[src/rtl/frame_decoder.sv]
// Receive-side frame decoder: locks to the 512-word capture frame using the 32-word sync field
// and recovers ADC128 / PCM1802 audio, the 48-bit sequence counter and the RF pass-through.
module frame_decoder #(
    parameter logic [191:0] SYNC_PATTERN = 192'hDDDF20251015DDDF20251015DDDF20251016FEDCBA987654,
    parameter int unsigned  MISS_LIMIT   = 2
) (
    input  logic        clock,
    input  logic        nReset,
    input  logic [15:0] dataIn,
    input  logic        dataValid,
    output logic [9:0]  rfOut,
    output logic        locked,
    output logic        frameStart,
    output logic [11:0] adcLeft,
    output logic [11:0] adcRight,
    output logic        adcValid,
    output logic [23:0] pcmLeft,
    output logic [23:0] pcmRight,
    output logic        pcmValid,
    output logic [47:0] sequenceOut,
    output logic        sequenceValid,
    output logic        sequenceError,
    output logic [15:0] syncErrorCount,
    output logic [15:0] seqErrorCount
);
    typedef enum logic {ST_HUNT = 1'b0, ST_LOCKED = 1'b1} state_t;

    localparam logic [3:0] MISS_LIM = 4'(MISS_LIMIT);

    function automatic logic [5:0] sync_word(input logic [4:0] k);
        logic [7:0] base;
        base = {1'b0, k, 2'b00} + {2'b00, k, 1'b0};
        return SYNC_PATTERN[base +: 6];
    endfunction

    function automatic logic [15:0] sat_inc16(input logic [15:0] v);
        return (v == 16'hFFFF) ? v : v + 16'd1;
    endfunction

    state_t      state_q, state_d;
    logic [4:0]  hunt_idx_q, hunt_idx_d;
    logic [8:0]  pos_q, pos_d;
    logic        frame_bad_q, frame_bad_d;
    logic [3:0]  miss_run_q, miss_run_d;
    logic        first_count_q, first_count_d;
    logic [9:0]  rf_q, rf_d;
    logic        frame_start_q, frame_start_d;
    logic [11:0] adc_l_q, adc_l_d, adc_r_q, adc_r_d;
    logic        adc_valid_q, adc_valid_d;
    logic [23:0] pcm_l_q, pcm_l_d, pcm_r_q, pcm_r_d;
    logic        pcm_valid_q, pcm_valid_d;
    logic [47:0] seq_out_q, seq_out_d;
    logic        seq_valid_q, seq_valid_d;
    logic        seq_err_q, seq_err_d;
    logic [15:0] sync_err_cnt_q, sync_err_cnt_d;
    logic [15:0] seq_err_cnt_q, seq_err_cnt_d;
    logic [11:0] adc_l_sh_q, adc_l_sh_d;
    logic [5:0]  adc_r_sh_q, adc_r_sh_d;
    logic [23:0] pcm_l_sh_q, pcm_l_sh_d;
    logic [17:0] pcm_r_sh_q, pcm_r_sh_d;
    logic [41:0] seq_sh_q, seq_sh_d;

    logic [5:0]  field_s;
    logic [5:0]  exp_word_s;
    logic        word_match_s;
    logic        frame_bad_s;
    logic [3:0]  miss_next_s;
    logic [47:0] seq_rx_s;
    logic [47:0] seq_inc_s;

    // Next-state decode: hunting, sync checking, field assembly and counter continuity.
    always_comb begin
        field_s        = dataIn[15:10];
        exp_word_s     = sync_word((state_q == ST_LOCKED) ? pos_q[4:0] : hunt_idx_q);
        word_match_s   = (field_s == exp_word_s);
        frame_bad_s    = ((pos_q == 9'd0) ? 1'b0 : frame_bad_q) | ~word_match_s;
        miss_next_s    = miss_run_q + 4'd1;
        seq_rx_s       = {field_s, seq_sh_q};
        seq_inc_s      = seq_out_q + 48'd1;

        state_d        = state_q;
        hunt_idx_d     = hunt_idx_q;
        pos_d          = pos_q;
        frame_bad_d    = frame_bad_q;
        miss_run_d     = miss_run_q;
        first_count_d  = first_count_q;
        rf_d           = rf_q;
        frame_start_d  = 1'b0;
        adc_l_d        = adc_l_q;
        adc_r_d        = adc_r_q;
        adc_valid_d    = 1'b0;
        pcm_l_d        = pcm_l_q;
        pcm_r_d        = pcm_r_q;
        pcm_valid_d    = 1'b0;
        seq_out_d      = seq_out_q;
        seq_valid_d    = 1'b0;
        seq_err_d      = 1'b0;
        sync_err_cnt_d = sync_err_cnt_q;
        seq_err_cnt_d  = seq_err_cnt_q;
        adc_l_sh_d     = adc_l_sh_q;
        adc_r_sh_d     = adc_r_sh_q;
        pcm_l_sh_d     = pcm_l_sh_q;
        pcm_r_sh_d     = pcm_r_sh_q;
        seq_sh_d       = seq_sh_q;

        if (dataValid) begin
            rf_d = dataIn[9:0];
            case (state_q)
                ST_HUNT: begin
                    if (word_match_s) begin
                        if (hunt_idx_q == 5'd31) begin
                            state_d       = ST_LOCKED;
                            hunt_idx_d    = 5'd0;
                            pos_d         = 9'd32;
                            first_count_d = 1'b1;
                            miss_run_d    = 4'd0;
                        end else begin
                            hunt_idx_d = hunt_idx_q + 5'd1;
                        end
                    end else if (field_s == sync_word(5'd0)) begin
                        // A broken match may itself be the start of the real pattern.
                        hunt_idx_d = 5'd1;
                    end else begin
                        hunt_idx_d = 5'd0;
                    end
                end
                ST_LOCKED: begin
                    pos_d = pos_q + 9'd1;
                    if (pos_q < 9'd32) begin
                        frame_bad_d   = frame_bad_s;
                        frame_start_d = (pos_q == 9'd0);
                        if (pos_q == 9'd31) begin
                            if (frame_bad_s) begin
                                sync_err_cnt_d = sat_inc16(sync_err_cnt_q);
                                if (miss_next_s >= MISS_LIM) begin
                                    state_d    = ST_HUNT;
                                    hunt_idx_d = 5'd0;
                                    miss_run_d = 4'd0;
                                end else begin
                                    miss_run_d = miss_next_s;
                                end
                            end else begin
                                miss_run_d = 4'd0;
                            end
                        end else begin
                            miss_run_d = miss_run_q;
                        end
                    end else if (pos_q < 9'd48) begin
                        // Positions 32..47 map onto pos_q[3:0] = 0..15.
                        case (pos_q[3:0])
                            4'd0:  adc_l_sh_d[11:6]  = field_s;
                            4'd1:  adc_l_sh_d[5:0]   = field_s;
                            4'd2:  adc_r_sh_d        = field_s;
                            4'd3: begin
                                adc_l_d     = adc_l_sh_q;
                                adc_r_d     = {adc_r_sh_q, field_s};
                                adc_valid_d = 1'b1;
                            end
                            4'd6:  pcm_l_sh_d[23:18] = field_s;
                            4'd7:  pcm_l_sh_d[17:12] = field_s;
                            4'd8:  pcm_l_sh_d[11:6]  = field_s;
                            4'd9:  pcm_l_sh_d[5:0]   = field_s;
                            4'd10: pcm_r_sh_d[17:12] = field_s;
                            4'd11: pcm_r_sh_d[11:6]  = field_s;
                            4'd12: pcm_r_sh_d[5:0]   = field_s;
                            4'd13: begin
                                pcm_l_d     = pcm_l_sh_q;
                                pcm_r_d     = {pcm_r_sh_q, field_s};
                                pcm_valid_d = 1'b1;
                            end
                            default: adc_valid_d = 1'b0;
                        endcase
                    end else begin
                        case (pos_q[2:0])
                            3'd0: seq_sh_d[5:0]   = field_s;
                            3'd1: seq_sh_d[11:6]  = field_s;
                            3'd2: seq_sh_d[17:12] = field_s;
                            3'd3: seq_sh_d[23:18] = field_s;
                            3'd4: seq_sh_d[29:24] = field_s;
                            3'd5: seq_sh_d[35:30] = field_s;
                            3'd6: seq_sh_d[41:36] = field_s;
                            default: begin
                                seq_out_d   = seq_rx_s;
                                seq_valid_d = 1'b1;
                                if (first_count_q) begin
                                    first_count_d = 1'b0;
                                end else if (seq_rx_s != seq_inc_s) begin
                                    seq_err_d     = 1'b1;
                                    seq_err_cnt_d = sat_inc16(seq_err_cnt_q);
                                end else begin
                                    seq_err_d = 1'b0;
                                end
                            end
                        endcase
                    end
                end
                default: state_d = ST_HUNT;
            endcase
        end else begin
            rf_d = rf_q;
        end
    end

    // State, shadow and published-output registers.
    always_ff @(posedge clock or negedge nReset) begin
        if (!nReset) begin
            state_q        <= ST_HUNT;
            hunt_idx_q     <= 5'd0;
            pos_q          <= 9'd0;
            frame_bad_q    <= 1'b0;
            miss_run_q     <= 4'd0;
            first_count_q  <= 1'b1;
            rf_q           <= 10'd0;
            frame_start_q  <= 1'b0;
            adc_l_q        <= 12'd0;
            adc_r_q        <= 12'd0;
            adc_valid_q    <= 1'b0;
            pcm_l_q        <= 24'd0;
            pcm_r_q        <= 24'd0;
            pcm_valid_q    <= 1'b0;
            seq_out_q      <= 48'd0;
            seq_valid_q    <= 1'b0;
            seq_err_q      <= 1'b0;
            sync_err_cnt_q <= 16'd0;
            seq_err_cnt_q  <= 16'd0;
            adc_l_sh_q     <= 12'd0;
            adc_r_sh_q     <= 6'd0;
            pcm_l_sh_q     <= 24'd0;
            pcm_r_sh_q     <= 18'd0;
            seq_sh_q       <= 42'd0;
        end else begin
            state_q        <= state_d;
            hunt_idx_q     <= hunt_idx_d;
            pos_q          <= pos_d;
            frame_bad_q    <= frame_bad_d;
            miss_run_q     <= miss_run_d;
            first_count_q  <= first_count_d;
            rf_q           <= rf_d;
            frame_start_q  <= frame_start_d;
            adc_l_q        <= adc_l_d;
            adc_r_q        <= adc_r_d;
            adc_valid_q    <= adc_valid_d;
            pcm_l_q        <= pcm_l_d;
            pcm_r_q        <= pcm_r_d;
            pcm_valid_q    <= pcm_valid_d;
            seq_out_q      <= seq_out_d;
            seq_valid_q    <= seq_valid_d;
            seq_err_q      <= seq_err_d;
            sync_err_cnt_q <= sync_err_cnt_d;
            seq_err_cnt_q  <= seq_err_cnt_d;
            adc_l_sh_q     <= adc_l_sh_d;
            adc_r_sh_q     <= adc_r_sh_d;
            pcm_l_sh_q     <= pcm_l_sh_d;
            pcm_r_sh_q     <= pcm_r_sh_d;
            seq_sh_q       <= seq_sh_d;
        end
    end

    assign rfOut          = rf_q;
    assign locked         = (state_q == ST_LOCKED);
    assign frameStart     = frame_start_q;
    assign adcLeft        = adc_l_q;
    assign adcRight       = adc_r_q;
    assign adcValid       = adc_valid_q;
    assign pcmLeft        = pcm_l_q;
    assign pcmRight       = pcm_r_q;
    assign pcmValid       = pcm_valid_q;
    assign sequenceOut    = seq_out_q;
    assign sequenceValid  = seq_valid_q;
    assign sequenceError  = seq_err_q;
    assign syncErrorCount = sync_err_cnt_q;
    assign seqErrorCount  = seq_err_cnt_q;

endmodule

[config.mk]
export PLATFORM = sky130hd
export DESIGN_NAME = frame_decoder
export DESIGN_NICKNAME = d
export VERILOG_FILES = /design/src/rtl/frame_decoder.sv
export SDC_FILE = /design/constraint.sdc
export NUM_CORES = 1
export LEC_CHECK = 0
export ABC_AREA = 1
export BUFFER_PORTS_ARGS = -buffer_cell sky130_fd_sc_hd__buf_4
export CAP_MARGIN = 20
export CORE_MARGIN = 5
export CORE_UTILIZATION = 46
export DETAILED_ROUTE_END_ITERATION = 7
export GPL_TIMING_DRIVEN = 0
export PLACE_DENSITY_LB_ADDON = 0.12
export SYNTH_ARGS = -nofsm -noshare
export SYNTH_HDL_FRONTEND = slang
export SYNTH_SLANG_ARGS = --single-unit
[constraint.sdc]
create_clock -name clock -period 5.2 [get_ports clock]
set_input_delay 1.04 -clock clock [delete_from_list [all_inputs] [get_ports clock]]
set_output_delay 1.04 -clock clock [all_outputs]
set_load 0.02 [all_outputs]
[Word level (Yosys, flattened, before mapping)]
Cells that the tools add are included.
W data, S select, Z words.
Storage, ports and cells
  bits in registers: 290
  word-level logic and storage cells: 178
Cells by class
  add/sub/neg operators: 7
  $lt $le $gt $ge: 3
  equal/unequal tests: 33
  shift operators: 1
  multiplexer cells: 58
  bitwise operators: 9
  reductions and logical operators: 31
Operator list (number)
  $shiftx A192 B9 Y6 const A: 1
  $reduce_and A5 Y1: 22
  $add A48 B1 Y48 const B: 1
  $ne A48 B48 Y1: 1
  $mux W1: 38
  $mux W5: 7
  $add A16 B1 Y16 const B: 2
  $eq A16 B16 Y1 const B: 2
  $eq A4 B4 Y1 const B: 6
  $mux W4: 6
  $lt A9 B6 Y1 const B: 2
  $mux W9: 2
  $pmux W9 S2: 1
  $reduce_and A6 Y1: 2
  $ne A2 B2 Y1 const B: 5
  $pmux W5 S2: 1
  $add A9 B1 Y9 const B: 1
  $eq A3 B3 Y1 const B: 3
  $eq A9 B5 Y1 const B: 1
  $logic_not A9 Y1: 1
  $add A7 B6 Y8: 1
  $eq A4 B2 Y1 const B: 2
  $eq A4 B3 Y1 const B: 2
  $ne A2 B1 Y1 const B: 4
  18 further kinds: 28

[Depth between registers and ports, before layout]
  depth after elaboration: 10
  gate-level depth with buffers: 27
  mapped depth without buffers: 25

[Worst setup path before layout]
No wires, ideal clock.
  path kind: register to register
  from: reg state_q (netlist: locked)
  to: reg sync_err_cnt_q[2] (netlist: syncErrorCount[2])
  setup time: 0.123 ns
  arrival: 3.663 ns
  data required time: 5.077 ns
  slack: 1.414 ns
  stages on the path, launching flop included: 23
  path through: dfrtp_1 > buf_2 > o21ai_0 > ha_1 > fa_1 > inv_1 > nand2_1 > and2_1 > nand2_1 > nand2_1 > o21ai_1 > nand2_1 > nand2_1 > nand3_1 > nand2_1 > nand2_1 > nor2_4 > nand3_4 > nand2_4 > inv_4 > buf_6 > nand3_2 > nand2_1
On the way
  word-level cells in the longest chain between the ends: 7
Ends and longest elaborated chain
  from (decl): line 40  | state_t state_q, state_d;
  from (signal assigned): line 232  | state_q <= state_d;
  $mux W5: line 74  | exp_word_s = sync_word((state_q == ST_LOCKED) ? pos_q[4:0] : hunt_idx_q);
  $add A7 B6 Y8: line 32  | base = {1'b0, k, 2'b00} + {2'b00, k, 1'b0};
  $shiftx A192 B9 Y6: line 33  | return SYNC_PATTERN[base +: 6];
  $eq A6 B6 Y1: line 75  | word_match_s = (field_s == exp_word_s);
  $not A1 Y1: line 76  | frame_bad_s = ((pos_q == 9'd0) ? 1'b0 : frame_bad_q) | ~word_match_s;
  $or A1 B1 Y1: line 76
  $reduce_and A6 Y1 (no line) *
  to (signal assigned): line 249  | sync_err_cnt_q <= sync_err_cnt_d;
  to (decl): line 55  | logic [15:0] sync_err_cnt_q, sync_err_cnt_d;
Mark *: on every way between the ends. The rest lies on a longest branch, timed or not.
A chain may end at the register's enable or synchronous reset.

[Worst setup path after layout]
  from: reg state_q (netlist: locked)
  to: reg pos_q[3]
On the way
  word-level cells in the longest chain between the ends: 6
  elaborated cells between the ends (all ways): 9
Ends and longest elaborated chain
  $mux W5: line 74
  $add A7 B6 Y8: line 32
  $shiftx A192 B9 Y6: line 33
  $eq A6 B6 Y1: line 75
  $ne A2 B2 Y1 (no line)
  $reduce_and A3 Y1 (no line)
  to (signal assigned): line 234  | pos_q <= pos_d;
  to (decl): line 42  | logic [8:0] pos_q, pos_d;
Several ways; a longest one is shown, not always the timed one.

==> impl_metrics.csv <==
group,metric,value,unit
grt,antenna_found_initial,1,
critical_path,worstPathArrival,4.55,ns
floorplan,ios,187,
finish,drive_gt1_share,13.09,%
critical_path,cpMostUsedCell,"nand2_1",
synthesis,synth_area_per_cell,7.337,sq um
grt,overflow,0,
clock_network,cts-root-buf,"clkbuf_16",
placed_design,gp_congestion,0.9741,
floorplan,fp.dieW,196.5,microns
grt,grt_usage,25.11,%
synthesis,ys_warn_count,0,
routing,dr_total_vias,15009,
critical_path,critPathKind,"register to register",
placed_design,portBuffers,185,
sta,finalMaxSlewViolations,0,
clock_network,clkTransAtPathRegs,0.06,ns
floorplan,core-area,34460,sq um
synthesis,synthArstFlopShare,100.0,%
synthesis,yosysTopAreaCell,"dfrtp_1",
sta,finalSetupViolCount,0,
routing,drc,0,
routing,wl_per_cell,17.09,microns
sta,hold_viol,0,
synthesis,synth-edff-count,0,
routing,avgViaCountPerCell,5.204,
synthesis,syn_area,15990,sq um
routing,wl,49.30,mm
critical_path,startpoint_type,"register",
finish,diodes,0,
critical_path,cp-end-kind,"register",
grt,grt_pass1_vias,14534,
clock_network,clk_path_buf_depth,3,
power_and_ir_drop,power_density,252.1,nW/um^2
finish,final_cell_area,19160,sq um
synthesis,ys_top_cells_by_area,"dfrtp_1 45%, nand2_1 21%, nand3_1 5.8%",
sta,fin_worst_skew,0.01656,ns
clock_network,cts_setup_buffers,0,
critical_path,path_max_fanout,10,
routing,dr.pass1.iters,6,
run_status,status,"finished clean",
grt,grt_max_degree,127,
placed_design,dp_slack,0.5410,ns
clock_network,cts.sinks,290,
floorplan,die_h,196.5,microns
placed_design,dp_hpwl,37.09,mm
power_and_ir_drop,leakage,0.009896,uW
clock_network,cts_tree,"yes",
sta,period_share,79.98,%
routing,ant_nets,0,
grt,grt_pass1_wl,78.38,mm
critical_path,crit_chain,"inv_1 > buf_2 > nand2_1 > nand2_1 > ha_1 > fa_1 > inv_1 > nand2_1 > and2_1 > nand2_1 > nand2_1 > o21ai_1 > nand2_1 > nand2_1 > nand3_1 > nand2_1 > nand2_1 > nor2_4 > nand3_1 > nand2_2 > inv_2 > nand2_1 > o21ai_1",
critical_path,critPathRequiredTime,5.59,ns
finish,nets,2449,
critical_path,rrSetupSlack,1.04,ns
synthesis,syn_inst,2180,
power_and_ir_drop,ir_drop,0.2158,mV
clock_network,cts_inserted_buffers,34,
synthesis,synth.distinct_cells,53,
critical_path,worst_r2r_path_depth,23,
clock_network,insertion_delay,0.51,ns
floorplan,die-area,38600,sq um
synthesis,ys.flop_type,"dfrtp_1",
floorplan,initial_core_util,46.42,%
clock_network,cts_resized,0,
synthesis,ys_seq_elements,290,
synthesis,yosys.area.top_type_share,45.22,%
finish,area_growth,19.82,%
run,maxCapViolCount,0,
critical_path,startpoint,"locked",
critical_path,r2r-end,"pos_q[3]",
sta,fmax,0.2405,GHz
critical_path,slowest_delay,0.57,ns
sta,worst_slew_pin_slew,1.054,ns
power_and_ir_drop,p_total,4831,uW
clock_network,ctsHoldBuffers,0,
sta,relSlewSlack,29.76,%
synthesis,ys_seq_area_share,45.38,%
synthesis,syn-num-nets,2225,
routing,drt_iter0_drc,917,
floorplan,fp-row-count,68,
sta,final.setup.tns,0,ns
hold_path,min_path_type,"input pin to async pin",
critical_path,cpMaxStageDelayCell,"fa_1",
critical_path,timing.rr.start,"locked",
sta,min_period,4.159,ns
critical_path,critPathCapture,"pos_q[3]",
sta,fin_ws,1.041,ns
clock_network,h-tree-depth,2,
sta,rsz0062_at_grt,"no",
placed_design,placed_area,18010,sq um
## how the worst min path moves through the flow
stage | endpoint | slack, ns | depth (start not counted)
after global placement | adcLeft[7] | 0.45 | 2
after global routing | sequenceOut[40] | 0.48 | 1
after CTS | sequenceOut[28] | 0.46 | 1
after detailed placement | adcRight[6] | 0.46 | 2
after floorplan | adcLeft[0] | 0.44 | 2
final | seq_sh_q[27] | 0.46 | 1
## synthesized netlist by cell type, drive strengths merged, types with 23 or more instances
library cell	number
nand2	905
dfrtp	289
nand3	192
o21ai	186
nor2	173
inv	159
clkbuf	51
nand4	38
xor2	38
xnor2	28
ha	25
nor3	24
buf	23
## layer usage
layer  global-route usage, %  wire, microns  share of wire [%]  up-vias
li1                        -              -                  -     7413
met1                   34.42          21730                 44     7053
met2                   41.34          22870                 46      450
met3                   3.778           3042                6.2       93
met4                   8.042           1647                3.3        0
met5                       0              0                  0        -
## per-stage QoR
stage | hold WS [ns] | std cells | utilization, %
2_1_floorplan | 0.4422 | 2180 | -
3_3_place_gp | 0.4509 | 2820 | 52.10
3_5_place_dp | 0.4571 | 2822 | 52.28
4_1_cts | 0.4634 | 2883 | 55.60
5_1_grt | 0.4790 | 2884 | 55.62
6_report | 0.4585 | 2884 | 55.62
## power breakdown
group,internal [uW],switching [uW],total [uW]
Combinational,36.6,112,149
Sequential,2260,4.16,2270
Clock,1450,965,2410
Total,3750,1080,4830
## sequential cells by signal, summed over array words and instances (netlist names), 16 cells and up
name            cells
pcmRight           24
syncErrorCount     16
seqErrorCount      16
pcm_r_sh_q         18
pcmLeft            24
pcm_l_sh_q         24
seq_sh_q           42
sequenceOut        48
## area by class of cell
cell class,instances,area (sq um)
Buffer,74,336.6
Multi-Input combinational cell,1656,7796
Tap cell,455,569.3
Sequential cell,290,7258
Clock buffer,50,1002
Fill cell,3351,15290
Clock inverter,11,140.1
Inverter,160,603.1
Timing Repair Buffer,188,1459
## cell families (layout without fill, tap and decap cells)
| logic type | Yosys count | count (layout) | synth area share [%] |
|---|---|---|---|
| multiplexers | 1 | 1 | 0.07040 |
| AND/OR/NAND/NOR | 1358 | 1358 | 36.02 |
| XOR/XNOR | 68 | 68 | 3.896 |
| flip-flops | 290 | 290 | 45.38 |
| AO/OA/AOI/OAI | 203 | 203 | 6.681 |
| buffers and inverters | 234 | 483 | 5.875 |
| adder cells (fa/ha/maj) | 26 | 26 | 2.081 |
## layout by cell type, fill, tap and decap left out, drive strengths merged, types with 25 or more instances in the layout
master,synthesis,routed
buf,23,210
o21ai,186,186
nor2,173,173
ha,25,25
dfrtp,289,289
clkbuf,51,102
xor2,38,38
xnor2,28,28
nand3,192,192
nand2,905,905
nand4,38,38
inv,159,161
## critical path: cells and delay by family, from the launching register on
family                     cells  cell delay, ns
DFF                            1            0.39
buffers and inverters          4            0.68
AOI/OAI and AO/OA              2            0.28
adders and majority gates      2            0.89
and+or+nand+nor               15            1.80
Note: power is estimated with default switching activity, not from simulation.
